--- config.mk ---
export PLATFORM = sky130hd
export DESIGN_NAME = wdt_sleep_ctrl
export DESIGN_NICKNAME = d
export VERILOG_FILES = /design/src/rtl/wdt_sleep_ctrl_pkg.sv /design/src/rtl/wdt_prescaler.sv /design/src/rtl/wdt_sleep_ctrl.sv
export SDC_FILE = /design/constraint.sdc
export NUM_CORES = 1
export LEC_CHECK = 0
export ABC_AREA = 1
export CAP_MARGIN = 20
export CORE_MARGIN = 1
export CORE_UTILIZATION = 50
export CTS_BUF_LIST = sky130_fd_sc_hd__clkbuf_8
export DETAILED_ROUTE_END_ITERATION = 16
export PLACE_DENSITY = 0.75
export SYNTH_ARGS = -nofsm -noshare
export SYNTH_HDL_FRONTEND = slang
export SYNTH_SLANG_ARGS = --single-unit
export TNS_END_PERCENT = 10
--- constraint.sdc ---
create_clock -name clk -period 1.8 [get_ports clk]
set_input_delay 0.54 -clock clk [delete_from_list [all_inputs] [get_ports clk]]
set_output_delay 0.54 -clock clk [all_outputs]
set_load 0.01 [all_outputs]
--- src/rtl/wdt_sleep_ctrl_pkg.sv ---
// Shared PIC definitions: power-management FSM encoding and status register bit positions.
package wdt_sleep_ctrl_pkg;

  typedef enum logic [1:0] {
    ST_RUN   = 2'd0,
    ST_SLEEP = 2'd1,
    ST_WAKE  = 2'd2
  } pic_state_e;

  localparam int STATUS_N_TO_BIT = 4;
  localparam int STATUS_N_PD_BIT = 3;

endpackage

--- src/rtl/wdt_prescaler.sv ---
// Free-running prescaler that produces the watchdog tick, either every clock or once per 2^ps clocks.
module wdt_prescaler #(
  parameter int PS_BITS = 7
) (
  input  logic       clk,
  input  logic       rst,
  input  logic       en,
  input  logic       clr,
  input  logic       psa,
  input  logic [2:0] ps,
  output logic       tick
);

  localparam logic [PS_BITS-1:0] ONE = PS_BITS'(1);

  logic [PS_BITS-1:0] count;
  logic [PS_BITS-1:0] mask;

  // NOTE: reset is sampled on the clock edge, and every register update uses <= so that
  // all flops see the pre-edge values of each other regardless of block ordering.
  always_ff @(posedge clk) begin
    if (rst || clr || !en) count <= '0;
    else                   count <= count + ONE;
  end

  // Low ps bits of the mask set; ps=0 gives an empty mask, so the tick fires every clock.
  always_comb begin
    mask = '0;
    for (int i = 0; i < PS_BITS; i++) mask[i] = (i < int'(ps));
  end

  assign tick = en && (!psa || ((count & mask) == mask));

endmodule

--- src/rtl/wdt_sleep_ctrl.sv ---
// Watchdog timer and SLEEP/WAKE sequencer driving the n_to/n_pd status flags.
module wdt_sleep_ctrl
  import wdt_sleep_ctrl_pkg::*;
#(
  parameter int WDT_BITS = 8,
  parameter int PS_BITS  = 7
) (
  input  logic       clk,
  input  logic       rst,
  input  logic       wdt_en,
  input  logic       psa,
  input  logic [2:0] ps,
  input  logic       clrwdt_exec,
  input  logic       sleep_exec,
  input  logic       wake_evt,
  output logic       n_to,
  output logic       n_pd,
  output logic       sleeping,
  output logic       wdt_rst_req,
  output logic       wdt_wake
);

  localparam logic [WDT_BITS-1:0] ONE = WDT_BITS'(1);

  pic_state_e          state, state_next;
  logic [WDT_BITS-1:0] cnt, cnt_next;
  logic                tick, timeout, clr;
  logic                n_to_next, n_pd_next, rst_req_next, wake_next;

  wdt_prescaler #(.PS_BITS(PS_BITS)) u_prescaler (
    .clk  (clk),
    .rst  (rst),
    .en   (wdt_en),
    .clr  (clr),
    .psa  (psa),
    .ps   (ps),
    .tick (tick)
  );

  assign timeout = wdt_en && tick && (cnt == {WDT_BITS{1'b1}});

  // NOTE: every signal written here gets a default first, so no path leaves a latch behind.
  always_comb begin
    state_next   = state;
    n_to_next    = n_to;
    n_pd_next    = n_pd;
    rst_req_next = 1'b0;
    wake_next    = 1'b0;
    clr          = 1'b0;
    unique case (state)
      ST_RUN: begin
        // sleep beats clrwdt, and clrwdt suppresses a same-cycle timeout
        if (sleep_exec) begin
          state_next = ST_SLEEP;
          clr        = 1'b1;
          n_to_next  = 1'b1;
          n_pd_next  = 1'b0;
        end else if (clrwdt_exec) begin
          clr       = 1'b1;
          n_to_next = 1'b1;
          n_pd_next = 1'b1;
        end else if (timeout) begin
          clr          = 1'b1;
          n_to_next    = 1'b0;
          rst_req_next = 1'b1;
        end
      end
      ST_SLEEP: begin
        if (timeout) begin
          state_next = ST_WAKE;
          clr        = 1'b1;
          n_to_next  = 1'b0;
          wake_next  = 1'b1;
        end else if (wake_evt) begin
          state_next = ST_WAKE;
        end
      end
      ST_WAKE:  state_next = ST_RUN;
      default:  state_next = ST_RUN;
    endcase

    if (!wdt_en || clr) cnt_next = '0;
    else if (tick)      cnt_next = cnt + ONE;
    else                cnt_next = cnt;
  end

  always_ff @(posedge clk) begin
    if (rst) begin
      state       <= ST_RUN;
      cnt         <= '0;
      n_to        <= 1'b1;
      n_pd        <= 1'b1;
      sleeping    <= 1'b0;
      wdt_rst_req <= 1'b0;
      wdt_wake    <= 1'b0;
    end else begin
      state       <= state_next;
      cnt         <= cnt_next;
      n_to        <= n_to_next;
      n_pd        <= n_pd_next;
      sleeping    <= (state_next == ST_SLEEP);
      wdt_rst_req <= rst_req_next;
      wdt_wake    <= wake_next;
    end
  end

endmodule

==> results of run 1 <==
layout make-up:
class | count | area [µm²]
inverter | 23 | 86.33
sequential | 22 | 440.4
multi-input combinational | 105 | 609.3
fill | 219 | 798.3
clock buffer | 4 | 55.05
timing repair buffer | 20 | 187.7
tap | 28 | 35.03
tightest hold or removal path, delay by kind of cell, from the launching register on:
kind	cells	cell delay, ns
simple gates	2	0.10
flops	1	0.31
sequential cells by signal (all words and copies together), names as in the netlist:
signal	flops
cnt	8
u_prescaler.count	7
state	2
n_pd	1
n_to	1
sleeping	1
wdt_rst_req	1
wdt_wake	1
cell usage after synthesis, drive strengths merged:
master,instances,area (µm²)
dfxtp,22,440.4
a21oi,1,5.000
ha,2,25.02
buf,3,42.54
o31ai,1,7.510
a21boi,1,7.510
xor2,6,52.55
nor2,23,111.4
xnor2,5,43.79
nand3,14,75.07
nand2,43,181.4
nand4,4,61.31
or2,1,6.260
inv,23,86.34
nor3,3,15.01
and3,1,6.260
per-layer routing:
layer / vias to the layer above / track usage (%)
li1: 511 / -
met1: 436 / 21.35
met2: 18 / 38.00
met3: 6 / 6.364
met4: 0 / 7.870
met5: - / 0
cells by family after synthesis:
group	Yosys count	share of synthesized area (%)
buffers and inverters	26	11.04
xor gates and xnor gates	11	8.253
and+or+nand+nor	89	39.12
DFF	22	37.73
adders and majority gates	2	2.143
AOI/OAI and AO/OA	3	1.715
repair_timing:
item,4_1_cts,5_1_grt
hold buffers,0,0
gates resized for setup,0,3
endpoints found under the setup margin,0,9
stage by stage:
step / utilization (%) / setup TNS (ns) / hold WS [ns] / cells / worst slack [ns]
3_3_place_gp: 60.80 / -2.401 / 0.4363 / 198 / -0.1794
2_1_floorplan: - / 0 / 0.4372 / 153 / 0.3587
3_5_place_dp: 60.80 / -3.052 / 0.4524 / 198 / -0.2171
6_report: 63.91 / 0 / 0.4611 / 202 / 0.1234
4_1_cts: 63.29 / 0 / 0.4678 / 202 / 0.05868
5_1_grt: 63.91 / 0 / 0.4926 / 202 / 0.07621
how the worst min path moves through the flow:
stage / endpoint
after CTS: n_to
after global placement: n_to
after floorplan: u_prescaler.count[0]
after detailed placement: n_to
after global routing: n_to
final: n_to
power breakdown:
group,total (mW),leakage [nW],internal (mW),switching [mW]
logic,0.104,0.440,0.0497,0.0547
clock network,0.354,0.0288,0.195,0.159
registers,0.502,0.178,0.496,0.00632
==> results_dict.tcl, run 1 <==
set metrics [dict create \
    hold_depth 2 \
    hold_viol 0 \
    overflow 0 \
    diodes 0 \
    final_area_um2 1414 \
    critPathLaunch "n_pd" \
    min_from "n_to" \
    setup.worst_path.class "reg2out" \
    hp-class "reg2reg" \
    tightest_slew_ns 0.2723 \
    routed_wl_um 2183 \
    crit_path_max_fanout 2 \
    worstPathCellList "clkdlybuf4s50_1" \
    die_area_um2 2532 \
    cp_slowest_cell "clkdlybuf4s50_1" \
    nNetsFinal 187 \
    synth_nets 165 \
    drc 0 \
    clk_latency_ns 0.26 \
    ys_ff_latch 22 \
    routed.top_layer "met4" \
    cpPeakStageDelay_ns 0.54 \
    routabilityCongestion 0.7813 \
    status "finished clean" \
    routed_via_density 4.807 \
    dieWidth_um 50.32 \
    worstSetupEndpointType "output pin" \
    ctsHtreeMaxLevel 1 \
    wl_met1_um 883 \
    io_pins 15 \
    drtAntennaViolNets 0 \
    grt_setup_unrepaired "false" \
    reg2reg_setup_slack_ns 0.28 \
    placed_area_um2 1345 \
    crit_family "buffers and inverters" \
    grt_pass1_vias 943 \
    p_leak_nw 0.6472 \
    avgSynthCellArea_um2 7.630 \
    finalSetupViolations 0 \
    grt_max_degree 16 \
    ir_worst_vdd_v 0.0005354 \
    vias 971 \
    cp.required_ns 1.26 \
    grt_pass1_wl_um 3829 \
    worstReg2RegEnd "n_to" \
    cts.reportedPaths.clkPinSlew_ns 0.07 \
    cp-start-kind "flop" \
    cp.depth 1 \
    slew_headroom_pct 81.82 \
    critPathCapture "n_pd" \
    final_common_cell "nand2_1" \
    synthCells 153 \
    wl_met2_um 1170 \
    fin_crit_sh_pct 93.14 \
    cap_violations 0 \
    synth-seq-area-share_pct 37.73 \
    detailed_place_hpwl_um 1681 \
    core_um2 2212 \
    path_buf_inv 1 \
    p_per_area_nw_per_um2 679.4 \
    layout_common_cells "38 x nand2_1, 22 x dfxtp_1, 21 x inv_1" \
    drt-wirelength-per-cell_um 10.81 \
    cts-root-buf "clkbuf_8" \
    grt_util_all_layers_pct 20.55 \
    max_freq_mhz 596.5 \
    cts.sinks 22 \
    postCtsSetupBuffers 0 \
    worst_r2r_path_depth 7 \
    wl_met3_um 84 \
    drt_iter0_drc 14 \
    fin_crit_ns 1.677 \
    first_pass_iters 4 \
    ys_warn_count 0 \
    io_buffers 14 \
    synth_area_um2 1167 \
    drive_above_1_share_pct 18.39 \
    critPathArrivalTime_ns 1.14 \
    total_power_mw 0.9605 \
    synthDistinctLibCells 24 \
    slew_viol_final 0 \
    num_rows 17 \
    cts_tree "yes" \
    rr_startpoint "cnt[0]" \
    cts.path.max_buffers 2 \
    cts_made_buffers 3 \
    initial_core_util_pct 52.77 \
    antenna_found_initial 0 \
    area.growth.synth_to_final_pct 21.11 \
    die_height_um 50.32 \
    fin_skew_ns 0.005307 \
]
Note: power is estimated with default switching activity, not from simulation.
==> run 2, diff against run 1 <==
SLEW_MARGIN = 20   (was unset)
==> results of run 2 <==
Final layout, timing and power as in run 1 (identical DEF).
